==> config.mk <==
export PLATFORM = sky130hd
export DESIGN_NAME = uart_rx_fifo
export DESIGN_NICKNAME = d
export VERILOG_FILES = /design/src/rtl/uart_rx_fifo.sv
export SDC_FILE = /design/constraint.sdc
export NUM_CORES = 1
export LEC_CHECK = 0
export ABC_CLOCK_PERIOD_IN_PS = 3100
export CAP_MARGIN = 20
export CORE_MARGIN = 5
export CORE_UTILIZATION = 56
export CTS_BUF_LIST = sky130_fd_sc_hd__clkbuf_2 sky130_fd_sc_hd__clkbuf_4 sky130_fd_sc_hd__clkbuf_8
export DETAILED_ROUTE_END_ITERATION = 10
export PLACE_DENSITY = 0.78
export SLEW_MARGIN = 20
export SYNTH_ARGS = -nofsm -noshare
export SYNTH_HDL_FRONTEND = slang
export SYNTH_SLANG_ARGS = --single-unit
==> constraint.sdc <==
create_clock -name i_clk -period 3.1 [get_ports i_clk]
set_input_delay 0.465 -clock i_clk [delete_from_list [all_inputs] [get_ports i_clk]]
set_output_delay 0.465 -clock i_clk [all_outputs]
set_load 0.02 [all_outputs]
==> src/rtl/uart_rx_fifo.sv <==
// uart_rx_fifo: receive-side byte FIFO between the UART receiver and a consumer.
//
// The FIFO holds 2**ADDR_WIDTH bytes. Write and read pointers are ADDR_WIDTH+1 bits
// wide, and the extra MSB tells full from empty when the pointers wrap. A read is
// registered: o_rd_data and o_rd_valid update on the clock edge after i_rd_en is
// sampled with the FIFO non-empty. A write to a full FIFO with no read in the same
// cycle is dropped and sets the sticky o_overrun flag.
//
// Optional feature: define UART_RX_FIFO_ALMOST_FULL_EN to add parameter AF_LEVEL
// and output o_almost_full = (o_count >= AF_LEVEL).
//
// Ports:
//   i_clk          clock; all state changes on its rising edge
//   i_rst_n        asynchronous active-low reset
//   i_wr_en        write strobe (receiver o_rx_done)
//   i_wr_data      byte to store (receiver o_rx_data)
//   i_rd_en        read request from the consumer
//   i_clr_ovr      clears the sticky overrun flag
//   o_rd_data      registered read data, held between reads
//   o_rd_valid     one-cycle pulse: o_rd_data holds a newly read byte
//   o_empty        FIFO holds zero entries
//   o_full         FIFO holds DEPTH entries (receiver i_fifo_full)
//   o_count        number of stored entries, 0..DEPTH
//   o_overrun      sticky flag: a write was dropped
//   o_almost_full  (UART_RX_FIFO_ALMOST_FULL_EN only) o_count >= AF_LEVEL

module uart_rx_fifo #(
    parameter int unsigned SIZE_DATA  = 8,
    parameter int unsigned ADDR_WIDTH = 4
`ifdef UART_RX_FIFO_ALMOST_FULL_EN
    ,
    parameter int unsigned AF_LEVEL   = 12
`endif
) (
    input  logic                  i_clk,
    input  logic                  i_rst_n,
    input  logic                  i_wr_en,
    input  logic [SIZE_DATA-1:0]  i_wr_data,
    input  logic                  i_rd_en,
    input  logic                  i_clr_ovr,
    output logic [SIZE_DATA-1:0]  o_rd_data,
    output logic                  o_rd_valid,
    output logic                  o_empty,
    output logic                  o_full,
    output logic [ADDR_WIDTH:0]   o_count,
    output logic                  o_overrun
`ifdef UART_RX_FIFO_ALMOST_FULL_EN
    ,
    output logic                  o_almost_full
`endif
);

    localparam int unsigned DEPTH = 2 ** ADDR_WIDTH;
    localparam int unsigned PTR_W = ADDR_WIDTH + 1;

    logic [SIZE_DATA-1:0] mem_q [DEPTH];

    logic [PTR_W-1:0]     wr_ptr_q, wr_ptr_d;
    logic [PTR_W-1:0]     rd_ptr_q, rd_ptr_d;
    logic [SIZE_DATA-1:0] rd_data_q, rd_data_d;
    logic                 rd_valid_q, rd_valid_d;
    logic                 overrun_q, overrun_d;

    logic [PTR_W-1:0]     count;
    logic                 empty;
    logic                 full;
    logic                 wr_ok;
    logic                 rd_ok;
    logic                 wr_drop;

    // Occupancy comes from the registered pointers only, so it has no input path.
    assign count = wr_ptr_q - rd_ptr_q;
    assign empty = (count == '0);
    assign full  = (count == PTR_W'(DEPTH));

    // A read frees a slot in the same cycle, so a full FIFO accepts a write with a read.
    // A read of an empty FIFO is ignored even if a write arrives in the same cycle.
    assign rd_ok   = i_rd_en & ~empty;
    assign wr_ok   = i_wr_en & (~full | rd_ok);
    assign wr_drop = i_wr_en & full & ~rd_ok;

    // Next-state logic for pointers, read port and overrun flag.
    always_comb begin
        wr_ptr_d   = wr_ptr_q;
        rd_ptr_d   = rd_ptr_q;
        rd_data_d  = rd_data_q;
        rd_valid_d = 1'b0;
        overrun_d  = overrun_q;

        if (wr_ok) begin
            wr_ptr_d = wr_ptr_q + PTR_W'(1);
        end

        if (rd_ok) begin
            rd_ptr_d   = rd_ptr_q + PTR_W'(1);
            rd_data_d  = mem_q[rd_ptr_q[ADDR_WIDTH-1:0]];
            rd_valid_d = 1'b1;
        end

        // A new overrun takes priority over a clear in the same cycle.
        if (wr_drop) begin
            overrun_d = 1'b1;
        end else if (i_clr_ovr) begin
            overrun_d = 1'b0;
        end
    end

    // Control and read-port registers.
    always_ff @(posedge i_clk or negedge i_rst_n) begin
        if (!i_rst_n) begin
            wr_ptr_q   <= '0;
            rd_ptr_q   <= '0;
            rd_data_q  <= '0;
            rd_valid_q <= 1'b0;
            overrun_q  <= 1'b0;
        end else begin
            wr_ptr_q   <= wr_ptr_d;
            rd_ptr_q   <= rd_ptr_d;
            rd_data_q  <= rd_data_d;
            rd_valid_q <= rd_valid_d;
            overrun_q  <= overrun_d;
        end
    end

    // Storage array. It is not reset, because resetting the pointers discards its contents.
    always_ff @(posedge i_clk) begin
        if (wr_ok) begin
            mem_q[wr_ptr_q[ADDR_WIDTH-1:0]] <= i_wr_data;
        end
    end

    assign o_rd_data  = rd_data_q;
    assign o_rd_valid = rd_valid_q;
    assign o_overrun  = overrun_q;
    assign o_count    = count;
    assign o_empty    = empty;
    assign o_full     = full;

`ifdef UART_RX_FIFO_ALMOST_FULL_EN
    assign o_almost_full = (count >= PTR_W'(AF_LEVEL));
`endif

endmodule
==> results.json, run 1 <==
{
  "layout.cells.non_filler": 524,
  "synthesis_stage_register_bit_count": 148,
  "number_of_setup_violations_in_the_final_report": 0,
  "worst_setup_hold_path_clk_slew_ns": 0.08,
  "most-common-layout-cells": "edfxtp_1 (128), mux4_2 (32), clkdlybuf4s50_1 (26)",
  "port_buffers": 29,
  "run_status": "finished clean",
  "worstPathArrival_ns": 2.46,
  "regToRegSetupSlack_ns": 0.21,
  "yosysWarnings": 0,
  "place.detailed.instances": 492,
  "synth_ff_type": "edfxtp_1",
  "worst_hold_slack_ns": 0.3854,
  "cts_root_buf": "clkbuf_8",
  "grtUsageTotal_pct": 19.55,
  "final_common_cell": "edfxtp_1",
  "slowest_delay_ns": 0.62,
  "path_max_fanout": 4,
  "power.density_cell_area_nw_per_um2": 982.5,
  "multi_input_area_sq_um": 1628,
  "detailed_place_hpwl_mm": 7.450,
  "syn2layout_area_growth_pct": 16.71,
  "worst_setup_path_start_kind": "register",
  "worstMarginPinSlew_ns": 0.6684,
  "power.share.switching_pct": 34.79,
  "timing.critical_path.slowest_stage_cell": "clkdlybuf4s50_1",
  "initial_utilization_pct": 57.80,
  "pre_cts_ws_ns": 0.07364,
  "floorplan.die.height_microns": 113.7,
  "cellLeakagePower_nw": 2.407,
  "grt_remaining_overflow": 0,
  "fillers": 678,
  "via_count_of_the_first_global_routing_pass": 3262,
  "post_dp_cell_area_sq_um": 6649,
  "final_hold_viol_count": 0,
  "cts_inserted_buffers": 17,
  "route.vias.total": 3048,
  "p_sw_mw": 2.402,
  "endpoint_kind_of_the_worst_setup_timing_path": "output port",
  "drcViolationCount": 0,
  "die_ar_sq_um": 12930,
  "timing.clock.skew_ns": 0.01483,
  "layout_setup_ws_ns": 0.1725,
  "nNetsFinal": 399,
  "async_reset_ff_share_pct": 13.51,
  "viasPerCell": 5.817,
  "ioPinCount": 30,
  "synth.net_count": 340,
  "finalCriticalPeriod_ns": 2.928,
  "clock-sinks": 148,
  "synth.distinct_cells": 36,
  "netlist_area_sq_um": 6021,
  "seq_area_sq_um": 4345,
  "grt_first_pass_wirelength_mm": 18.31,
  "grt_setup_unrepaired": "no",
  "drt-pass1-iter-count": 4,
  "gp_routability_congestion": 0.7856,
  "clock_latency_ns": 0.44,
  "post_synth_inst_count": 317,
  "synth-edff-count": 128,
  "internal_power_of_the_cells_mw": 4.502,
  "tritoncts_clock_tree": "yes",
  "max_freq_mhz": 341.6,
  "final_area_sq_um": 7027,
  "wl_per_cell_microns": 21.73,
  "ctsLongestPathBuffers": 2,
  "core_region_area_sq_um": 10420,
  "route.final.wire_length_mm": 11.39,
  "die_width_microns": 113.7,
  "cp_top_family": "buffers and inverters",
  "antenna_cells_inserted": 0,
  "finalMaxSlewViolations": 0,
  "relSlewSlack_pct": 55.44,
  "min_delay_path_class": "primary input to async pin",
  "power.share.sequential_pct": 37.8,
  "placement_rows": 37,
  "clock_power_share_pct": 20.3,
  "cts-htree-levels": 4,
  "path_cells": "inv_1 > ha_1 > a21oi_1 > nand2_1 > xor2_1 > clkdlybuf4s50_1",
  "yosysSeqAreaShare_pct": 72.15,
  "syn_area_per_cell_sq_um": 18.99,
  "post_route_cells_drive_above_1_share_pct": 30.15,
  "antenna_found_initial": 0,
  "ant_nets": 0,
  "grt_max_degree": 36,
  "cp_num_buf_inv": 2,
  "drt-initial-drc-count": 264,
  "timing.critical_path.required_ns": 2.63,
  "cts_hold_buf": 0,
  "maxCapViolCount": 0,
  "comb_power_share_pct": 41.9,
  "finalCritPeriodShare_pct": 94.44,
  "worst_ir_drop_vdd_uv": 911.9,
  "critPathKind": "register to output port"
}
-- routing by layer --
metal | GRT usage, % | vias up | part of all wire, %
met2 | 31.84 | 121 | 51
met3 | 5.305 | 19 | 7.4
li1 | - | 1368 | -
met1 | 25.20 | 1540 | 39
met4 | 7.772 | 0 | 2.6
met5 | 0 | - | 0
-- worst paths after layout --
kind / from / endpoint / depth (start not counted)
max: rd_ptr_q[2] / o_count[3] / 6
min: i_rst_n / o_overrun / 2
max reg2reg: wr_ptr_q[0] / mem_q[15][3] / 10
min reg2reg: wr_ptr_q[4] / wr_ptr_q[4] / 1
max in group asynchronous: i_rst_n / rd_ptr_q[0] / 2
min in group i_clk: wr_ptr_q[4] / wr_ptr_q[4] / 1
-- cell type report --
class	count	share of cell area, %
clock buffers	21	3.935
flip-flops and latches	148	61.84
well taps	136	2.422
clock inverters	10	1.407
repair buffers	52	6.481
inverters	14	0.7479
multi-input cells	143	23.17
-- registers in the layout, indices dropped and copies added (netlist names) --
register,cells
wr_ptr_q,5
rd_ptr_q,5
o_rd_valid,1
mem_q,128
o_overrun,1
o_rd_data,8
-- worst reg2reg max path: stages (launching register included) --
cell       delay (ns)
dfrtp_1          0.39
inv_2            0.08
ha_1             0.16
inv_1            0.05
fa_2             0.55
nand3b_1         0.16
a211oi_4         0.05
buf_6            0.14
o2111ai_4        0.38
nand4_1          0.21
inv_1            0.38
-- cells in the mapped netlist, types with 2 or more instances --
cell type | instances | share of area (%)
clkbuf_1 | 4 | 0.25
and3_1 | 3 | 0.31
xnor2_1 | 8 | 1.2
mux2_2 | 9 | 1.7
buf_1 | 2 | 0.12
a21oi_1 | 3 | 0.25
nand2_1 | 10 | 0.62
nand3_1 | 5 | 0.42
xor2_1 | 2 | 0.29
edfxtp_1 | 128 | 64
nand3b_1 | 4 | 0.50
nor3b_1 | 3 | 0.37
nor2_1 | 22 | 1.4
ha_1 | 9 | 1.9
buf_2 | 4 | 0.33
inv_1 | 14 | 0.87
nand4_1 | 2 | 0.21
mux4_2 | 32 | 12
o22ai_1 | 17 | 1.8
dfrtp_1 | 20 | 8.3
-- metrics by stage --
stage	power, mW	setup TNS (ns)	util [%]
6_report	6.904	0	67.46
4_1_cts	6.979	0	67.56
3_3_place_gp	5.497	0	63.83
3_5_place_dp	5.578	0	63.83
2_1_floorplan	4.650	-2.697	-
5_1_grt	7.290	0	67.46
-- repair_timing --
action | 4_1_cts | 5_1_grt
pin swaps | 1 | 1
setup endpoints to repair | 3 | 10
gates resized for setup | 7 | 4
setup buffers | 1 | 0
-- power by group through the flow --
stage | combinational (mW) | clock [mW] | sequential [mW]
finish | 2.89 | 1.40 | 2.61
global route | 3.12 | 1.53 | 2.64
CTS | 2.93 | 1.43 | 2.61
detailed placement | 2.93 | 0 | 2.65
global placement | 2.86 | 0 | 2.64
floorplan | 1.96 | 0 | 2.70
-- cell families (layout without fill, tap and decap cells) --
logic type | count (synthesis) | in the layout | share of synthesized area, %
and+or+nand+nor | 55 | 55 | 4.801
muxes | 42 | 42 | 13.90
DFF | 148 | 148 | 72.15
adders and majority gates | 10 | 10 | 2.203
xor gates and xnor gates | 11 | 11 | 1.725
AOI/OAI and AO/OA | 25 | 25 | 3.367
buffers and inverters | 26 | 97 | 1.849
Note: power is estimated with default switching activity, not from simulation.
==> run 2, diff against run 1 <==
- GPL_TIMING_DRIVEN: not set -> 0
==> run 2 against run 1 <==
  * Fmax decreased by 4.0%
  * Power increased by 8.8%
  * Final cell count increased by 1.9%
  * Sequential share of layout area decreased by 3.0 points
  * Clock-buffer cell count increased by 2
  * Critical path type is now register to register
  * Critical endpoint is now mem_q[0][4]
==> results.json, run 2 (synthesis results as in run 1) <==
{
  "timing.critical_path.required_ns": 3.24,
  "die_ar_sq_um": 12930,
  "clock_power_share_pct": 22.5,
  "drcViolationCount": 0,
  "post_route_cells_drive_above_1_share_pct": 33.67,
  "hold_end": "o_overrun",
  "place.detailed.instances": 481,
  "detailed_place_hpwl_mm": 7.501,
  "worst_ir_drop_vdd_uv": 895.3,
  "route.vias.total": 3108,
  "nNetsFinal": 408,
  "core_region_area_sq_um": 10420,
  "critPathKind": "register to register",
  "finalCriticalPeriod_ns": 3.051,
  "floorplan.die.height_microns": 113.7,
  "path_max_fanout": 9,
  "cts_root_buf": "clkbuf_8",
  "via_count_of_the_first_global_routing_pass": 3291,
  "final_area_sq_um": 7388,
  "die_width_microns": 113.7,
  "grtUsageTotal_pct": 19.83,
  "cts-htree-levels": 4,
  "clock_latency_ns": 0.43,
  "worst_hold_slack_ns": 0.4291,
  "tritoncts_clock_tree": "yes",
  "route.final.wire_length_mm": 12.55,
  "timing.clock.skew_ns": 0.01291,
  "relSlewSlack_pct": 52.89,
  "viasPerCell": 5.820,
  "drt-initial-drc-count": 346,
  "placement_rows": 37,
  "fillers": 601,
  "antenna_found_initial": 0,
  "number_of_setup_violations_in_the_final_report": 0,
  "r2r-end": "mem_q[0][4]",
  "run_status": "finished clean",
  "timing.hold.worst.start": "i_wr_en",
  "worstPathArrival_ns": 3.20,
  "grt_remaining_overflow": 0,
  "power.share.sequential_pct": 34.9,
  "clock-sinks": 148,
  "endpoint_kind_of_the_worst_setup_timing_path": "register",
  "most-common-layout-cells": "edfxtp_1 (128), mux4_2 (32), clkdlybuf4s50_1 (24)",
  "power.share.switching_pct": 34.27,
  "layout.cells.non_filler": 534,
  "min_delay_path_class": "primary input to register",
  "cts_inserted_buffers": 17,
  "ioPinCount": 30,
  "largest_reg_flops": 128,
  "syn2layout_area_growth_pct": 22.71,
  "grt_max_degree": 21,
  "final_common_cell": "edfxtp_1",
  "port_buffers": 28,
  "p_sw_mw": 2.573,
  "final_hold_viol_count": 0,
  "antenna_cells_inserted": 0,
  "ant_nets": 0,
  "seq_area_sq_um": 4345,
  "initial_utilization_pct": 57.80,
  "finalCritPeriodShare_pct": 98.42,
  "r2r-start": "wr_ptr_q[0]",
  "power.density_cell_area_nw_per_um2": 1016,
  "ctsLongestPathBuffers": 2,
  "worst_setup_hold_path_clk_slew_ns": 0.08,
  "drt-pass1-iter-count": 4,
  "gp_routability_congestion": 0.7678,
  "grt_first_pass_wirelength_mm": 18.42,
  "max_freq_mhz": 327.8,
  "totalNegativeSetupSlack_ns": 0,
  "regToRegSetupSlack_ns": 0.05,
  "cellLeakagePower_nw": 2.514,
  "finalMaxSlewViolations": 0,
  "r2r.worst_path.cells": 11,
  "finalPower_mw": 7.508,
  "maxCapViolCount": 0,
  "holdPathStages": 3,
  "wl_per_cell_microns": 23.50,
  "post_dp_cell_area_sq_um": 6531,
  "internal_power_of_the_cells_mw": 4.935,
  "multi_input_area_sq_um": 1709,
  "worstMarginPinSlew_ns": 0.7066,
  "worst_setup_path_start_kind": "register",
  "comb_power_share_pct": 42.6
}
## run 2: cell count changes in the layout (fill, tap and decap cells not counted), moves of 4 or more
cell / before / now
buf_12: 0 / 12
buf_2: 1 / 6
buf_4: 22 / 9
bufinv_16: 1 / 5
clkbuf_4: 2 / 6
nor2_1: 16 / 10
nor2_2: 6 / 0
nor2_4: 0 / 12
## run 2: worst max path at each step
| stage | from | end | slack [ns] |
|---|---|---|---|
| 5_1_grt | wr_ptr_q[0] | mem_q[1][4] | -0.03 |
| 6_report | wr_ptr_q[0] | mem_q[0][4] | 0.05 |
| 4_1_cts | wr_ptr_q[0] | mem_q[13][2] | -0.08 |
| 2_1_floorplan | rd_ptr_q[1] | mem_q[5][0] | -0.06 |
| 3_5_place_dp | rd_ptr_q[1] | mem_q[9][1] | -0.77 |
| 3_3_place_gp | rd_ptr_q[1] | mem_q[10][1] | -0.67 |
## run 2: critical path, cell delays in order, from the launching register on
cell and delay, ns:
dfrtp_1 0.40, inv_2 0.09, ha_1 0.16, inv_1 0.06, fa_2 0.56, nand3b_1 0.16, a211oi_4 0.07, buf_4 0.16
o2111ai_4 0.41, nand2_1 0.33, nor2_4 0.21, buf_12 0.15
## run 2: final cells by class
cell class | count | area share [%]
plain buffers | 11 | 0.8806
clock buffers | 23 | 3.776
clock inverters | 9 | 2.422
inverters | 14 | 0.7113
multi-input cells | 143 | 23.13
flip-flops and latches | 148 | 58.81
well taps | 136 | 2.303
repair buffers | 50 | 7.959
## run 2: repair_timing
action	in CTS	in global routing
hold buffers	0	1
cloned	0	0
gates resized for setup	27	9
endpoints found under the hold margin	0	2
pin swaps	6	12
buffers inserted	7	14
setup endpoints to repair	144	114
## run 2: routing by layer
layer  GRT usage (%)  part of all wire (%)
met5               0                     0
met4           9.135                   1.7
met3           5.464                   6.2
met2           32.31                    53
met1           24.93                    39
## run 2: power by group through the flow
stage               Clock [mW]  Combinational, mW  Sequential, mW
floorplan                    0               1.96            2.70
global placement             0               2.81            2.65
detailed placement           0               2.89            2.66
CTS                       1.71               3.02            2.62
global route              1.82               3.41            2.64
finish                    1.69               3.20            2.62
## run 2: metrics by stage
stage                     util, %  setup WS, ns
after floorplan                 -      -0.06365
after global placement      62.70       -0.6747
after detailed placement    62.70       -0.7733
after CTS                   68.60      -0.08124
after global routing        70.93      -0.03335
final                       70.93       0.04903
==> edit 1, RTL diff (settings of run 2) <==
Put a register stage on the output `o_count`, cleared by the reset. The value now appears one clock later. The other outputs are not delayed to match.
--- a/src/rtl/uart_rx_fifo.sv
+++ b/src/rtl/uart_rx_fifo.sv
@@ -132,7 +132,13 @@
     assign o_rd_data  = rd_data_q;
     assign o_rd_valid = rd_valid_q;
     assign o_overrun  = overrun_q;
-    assign o_count    = count;
+    always_ff @(posedge i_clk or negedge i_rst_n) begin
+        if (!i_rst_n) begin
+            o_count <= '0;
+        end else begin
+            o_count <= count;
+        end
+    end
     assign o_empty    = empty;
     assign o_full     = full;
 
Formal check against the unedited RTL: not equivalent (Yosys sat finds a counterexample within 4 cycles, from zero or initial values and one cycle with i_rst_n low).
==> edit 1 against run 2 <==
Synthesized area rose by 2.1%. Non-clock buffer count unchanged. Largest power group unchanged. Combinational power is 6% lower. Largest cell class unchanged. Critical path depth did not move. Via count grew 5.6%. Wire length rose by 2.8%. Setup slack worse by 0.54 ps. Sequential share of layout area grew 1.1 points. Power down 3.4%. Synthesized cell count increased by 1.6%. Design area rose by 1.1%. Sequential cell count increased by 5. Cell count grew 1.7%. Worst hold slack got worse by 400 ps. Critical endpoint is now mem_q[3][2].
==> edit 1: results <==
[global_route]
grt_max_degree = 26
grt_pass1_vias = 3464
antenna_found_initial = 0
track_usage_pct = 20.6
grt_pass1_wl_um = 19400

[sta]
setup_ws_ps = 48.5
slew-limit-headroom_pct = 53.5
finClkSkew_ps = 17.5

[logic_synthesis]
yosysSeqAreaShare_pct = 72.7
ys_top_cells_by_count = "128 x edfxtp_1, 32 x mux4_2, 25 x dfrtp_1"
yosys.cell_types.count = 36
synthArstFlopShare_pct = 16.3
synth.area.top_cells = "edfxtp_1 63%, mux4_2 12%, dfrtp_1 10%"
synth.net_count = 345

[pwr]
intPower_w = 0.00469
powerClk_w = 0.00150
leakagePower_nw = 2.53
p_comb_w = 0.00302
peakVddDrop_uv = 618

[cts]
hold_buffers = 0
clkTransAtPathRegs_ps = 90
htree_levels = 4
cts_buffers = 17

[drt]
vias = 3282
first_iter_violations = 253
dr.pass1.iters = 5
routed_wl_um = 12900

[placed_design]
place_ws_ps = -767
routabilityCongestion = 0.832
dp_hpwl_um = 7630

[worst_setup_path]
cp.arrival_ps = 3200
r2r_setup_slack_ps = 50
endpoint = "mem_q[3][2]"

[cells_and_area]
fill_cells = 657
nets = 413
antenna_cells = 0
layout-drive-gt1-share_pct = 33.5

[run_status]
status = "finished clean"

[floorplanning]
fp.dieArea_sq_um = 13200

[hold_path]
hold_class = "in2async"
==> edit 1: worst min-delay path by stage <==
stage	from	endpoint	slack, ps	cells past startpoint
floorplan	i_rst_n	o_count[0]	170	0
global placement	rd_ptr_q[4]	rd_ptr_q[4]	480	1
detailed placement	o_rd_data[3]	o_rd_data[3]	490	1
CTS	i_rst_n	o_rd_data[7]	40	1
global route	i_rst_n	o_rd_data[7]	60	1
finish	i_rst_n	o_count[3]	30	1
==> edit 1: logic make-up (layout without fill, tap and decap cells) <==
| kind of cell | after synthesis | after routing | share of synthesized area, % |
|---|---|---|---|
| and+or+nand+nor | 55 | 55 | 4.70 |
| buffers and inverters | 26 | 107 | 1.81 |
| adders and majority gates | 10 | 10 | 2.16 |
| xor gates and xnor gates | 11 | 11 | 1.69 |
| DFF | 153 | 153 | 72.7 |
| AOI/OAI and AO/OA | 25 | 25 | 3.30 |
| muxes | 42 | 42 | 13.6 |
==> edit 1: routing by layer <==
layer | routed length, um | GRT usage, % | part of all wire, %
met1 | 4830 | 26.0 | 37
met2 | 6730 | 34.1 | 52
met3 | 820 | 5.00 | 6.4
met4 | 529 | 9.78 | 4.1
met5 | 0 | 0 | 0
==> edit 1: critical path: cells and delay by family (launching register included) <==
kind | cells | cell delay (ps)
and+or+nand+nor | 3 | 690
DFF | 1 | 420
buffers and inverters | 4 | 480
adders and majority gates | 2 | 710
AOI/OAI and AO/OA | 2 | 470
==> edit 1: what timing repair did <==
| action | CTS | global route |
|---|---|---|
| pin swaps | 10 | 8 |
| cloned | 0 | 0 |
| buffers inserted | 12 | 10 |
| setup endpoints to repair | 140 | 130 |
| gates resized for setup | 35 | 9 |
| hold endpoints to repair | 0 | 0 |
==> edit 1: stage by stage <==
| step | total power (W) | utilization, % | hold WS (ps) | area (sq um) | cells |
|---|---|---|---|---|---|
| 2_1_floorplan | 0.00458 | - | 169 | 6160 | 322 |
| 3_3_place_gp | 0.00528 | 61.3 | 483 | 6620 | 490 |
| 3_5_place_dp | 0.00536 | 61.3 | 493 | 6610 | 490 |
| 4_1_cts | 0.00706 | 67.6 | 38.1 | 7290 | 533 |
| 5_1_grt | 0.00759 | 69.2 | 61.1 | 7470 | 543 |
| 6_report | 0.00725 | 69.2 | 25.4 | 7470 | 543 |
==> edit 1: cell type report <==
type	instances	area (sq um)	area share, %
clock inverters	15	171	2.30
inverters	14	52.6	0.704
multi-input cells	143	1710	22.9
flip-flops and latches	153	4470	59.9
well taps	140	175	2.35
repair buffers	50	587	7.86
plain buffers	11	65.1	0.871
clock buffers	17	234	3.13
==> edit 2, RTL diff (flow settings as in run 2) <==
Without the edit above. The option `UART_RX_FIFO_ALMOST_FULL_EN` is turned on by a define.
--- a/src/rtl/uart_rx_fifo.sv
+++ b/src/rtl/uart_rx_fifo.sv
@@ -23,6 +23,8 @@
 //   o_count        number of stored entries, 0..DEPTH
 //   o_overrun      sticky flag: a write was dropped
 //   o_almost_full  (UART_RX_FIFO_ALMOST_FULL_EN only) o_count >= AF_LEVEL
+
+`define UART_RX_FIFO_ALMOST_FULL_EN
 
 module uart_rx_fifo #(
     parameter int unsigned SIZE_DATA  = 8,
Behaviour (old outputs only; new: o_almost_full): unchanged (equiv_simple and equiv_induct, registers matched by name and starting in step).
==> edit 2 against run 2 <==
The run now ends with negative hold slack left. Setup slack better by 62 ps. Global-route usage is 1.4 points higher. Sequential cell count stayed put. Fmax is 2.1% higher. Design area is 0.20% lower. Power is 0.31% higher. Largest cell class unchanged. Die area is 0.64% higher. Synthesized area is 0.71% higher. Largest power group unchanged. Wire length is 0.74% lower.
==> edit 2: results <==
[cells_and_area]
nets = 403
fill_cells = 677
layout-drive-gt1-share_pct = 35.1

[worst_setup_path]
reg2reg_to = "mem_q[6][0]"
startpoint = "rd_ptr_q[1]"
endpoint = "o_full"
path_max_fanout = 10

[sta]
finClkSkew_ps = 11.5
slew-limit-headroom_pct = 39.9
setup_viol = 0
fin_crit_sh_pct = 96.4
hold_slack_ps = -18.1
finalHoldViolations = 12

[run_status]
violations = "negative hold slack"
status = "finished with violations"

[logic_synthesis]
synth_mux_area_share_pct = 14.2
synth-compound-area-share_pct = 3.92
synth.net_count = 338
synth.area.top_cells = "edfxtp_1 63%, mux4_2 12%, dfrtp_1 8.3%"
synth-xor-area-share_pct = 1.71
yosys.cell_types.count = 37
yosysSeqAreaShare_pct = 71.6
synthAdderAreaFrac_pct = 2.19

[hold_path]
hold_class = "in2async"

[global_route]
grt_pass1_vias = 3383
track_usage_pct = 21.3
grt_pass1_wl_um = 19900

[placed_design]
routabilityCongestion = 0.774
place_ws_ps = -704
dp_hpwl_um = 7650
portBuffers = 29

[drt]
routed_wl_um = 12500
via_per_inst = 6.03
dr.pass1.iters = 5

[pwr]
peakVddDrop_uv = 733
leakagePower_nw = 2.55
==> edit 2: cell types whose count changed in the layout (fill, tap and decap cells not counted), sizes merged, moves of 3 or more <==
cell	before	now
clkinv	2	6
bufinv	5	2
buf	30	27
a22oi	0	16
nor2	22	10
nand2	12	19
o22ai	18	0
nor3	1	10
==> edit 2: cell families (layout without fill, tap and decap cells) <==
family                   after synthesis  after routing
flip-flops                           148            148
AO/OA/AOI/OAI                         26             26
XOR/XNOR                              11             11
adder cells (fa/ha/maj)               10             10
buffers and inverters                 23            101
multiplexers                          42             42
AND/OR/NAND/NOR                       55             55
==> edit 2: critical path: stages (launching register included) <==
cell and delay (ps):
dfrtp_1 420, buf_8 160, clkbuf_16 170, inv_2 70, fa_2 450, nor3b_1 210
and4b_4 330, o21a_1 140, buf_4 130
==> edit 2: how the worst min path moves through the flow <==
stage / cells past startpoint / start / slack (ps) / endpoint
6_report: 1 / i_rst_n / -20 / rd_ptr_q[4]
3_3_place_gp: 1 / wr_ptr_q[4] / 480 / wr_ptr_q[4]
2_1_floorplan: 0 / i_rst_n / 170 / o_overrun
5_1_grt: 1 / i_rst_n / 4 / wr_ptr_q[4]
3_5_place_dp: 1 / wr_ptr_q[4] / 480 / wr_ptr_q[4]
4_1_cts: 3 / i_wr_en / 340 / o_overrun
==> edit 2: what timing repair did <==
action | CTS | global route
buffers inserted | 15 | 2
gates cloned | 0 | 0
pin swaps | 12 | 4
endpoints found under the setup margin | 152 | 115
gates resized for setup | 40 | 8
==> edit 2: power breakdown <==
part / internal (W) / switching (W)
logic: 0.00154 / 0.00186
registers: 0.00248 / 0.000166
clock network: 0.000770 / 0.000712
==> edit 2: per-stage QoR <==
stage                     hold slack (ps)  std cells  util [%]  instance area (sq um)
final                               -18.1        533      68.6                   7370
after CTS                             339        531      68.4                   7350
after global routing                 3.84        533      68.6                   7370
after detailed placement              481        484      61.6                   6620
after floorplan                       169        315         -                   6150
after global placement                476        484      61.6                   6620
==> edit 2: layout make-up <==
cell class                 instances  share of cell area, %
inverter                          12                  0.611
multi-input combinational        144                   24.7
clock inverter                    12                   1.73
timing repair buffer              46                   6.79
tap                              140                   2.38
buffer                            11                   1.26
clock buffer                      20                   3.65
sequential                       148                   58.9
==> edit 2: routing by layer <==
layer  track usage [%]  up-vias  part of all wire, %
met3              4.60       17                  6.5
met4              8.00        0                  2.1
li1                  -     1388                    -
met2              34.5      123                   51
met1              28.7     1685                   41
met5                 0        -                    0
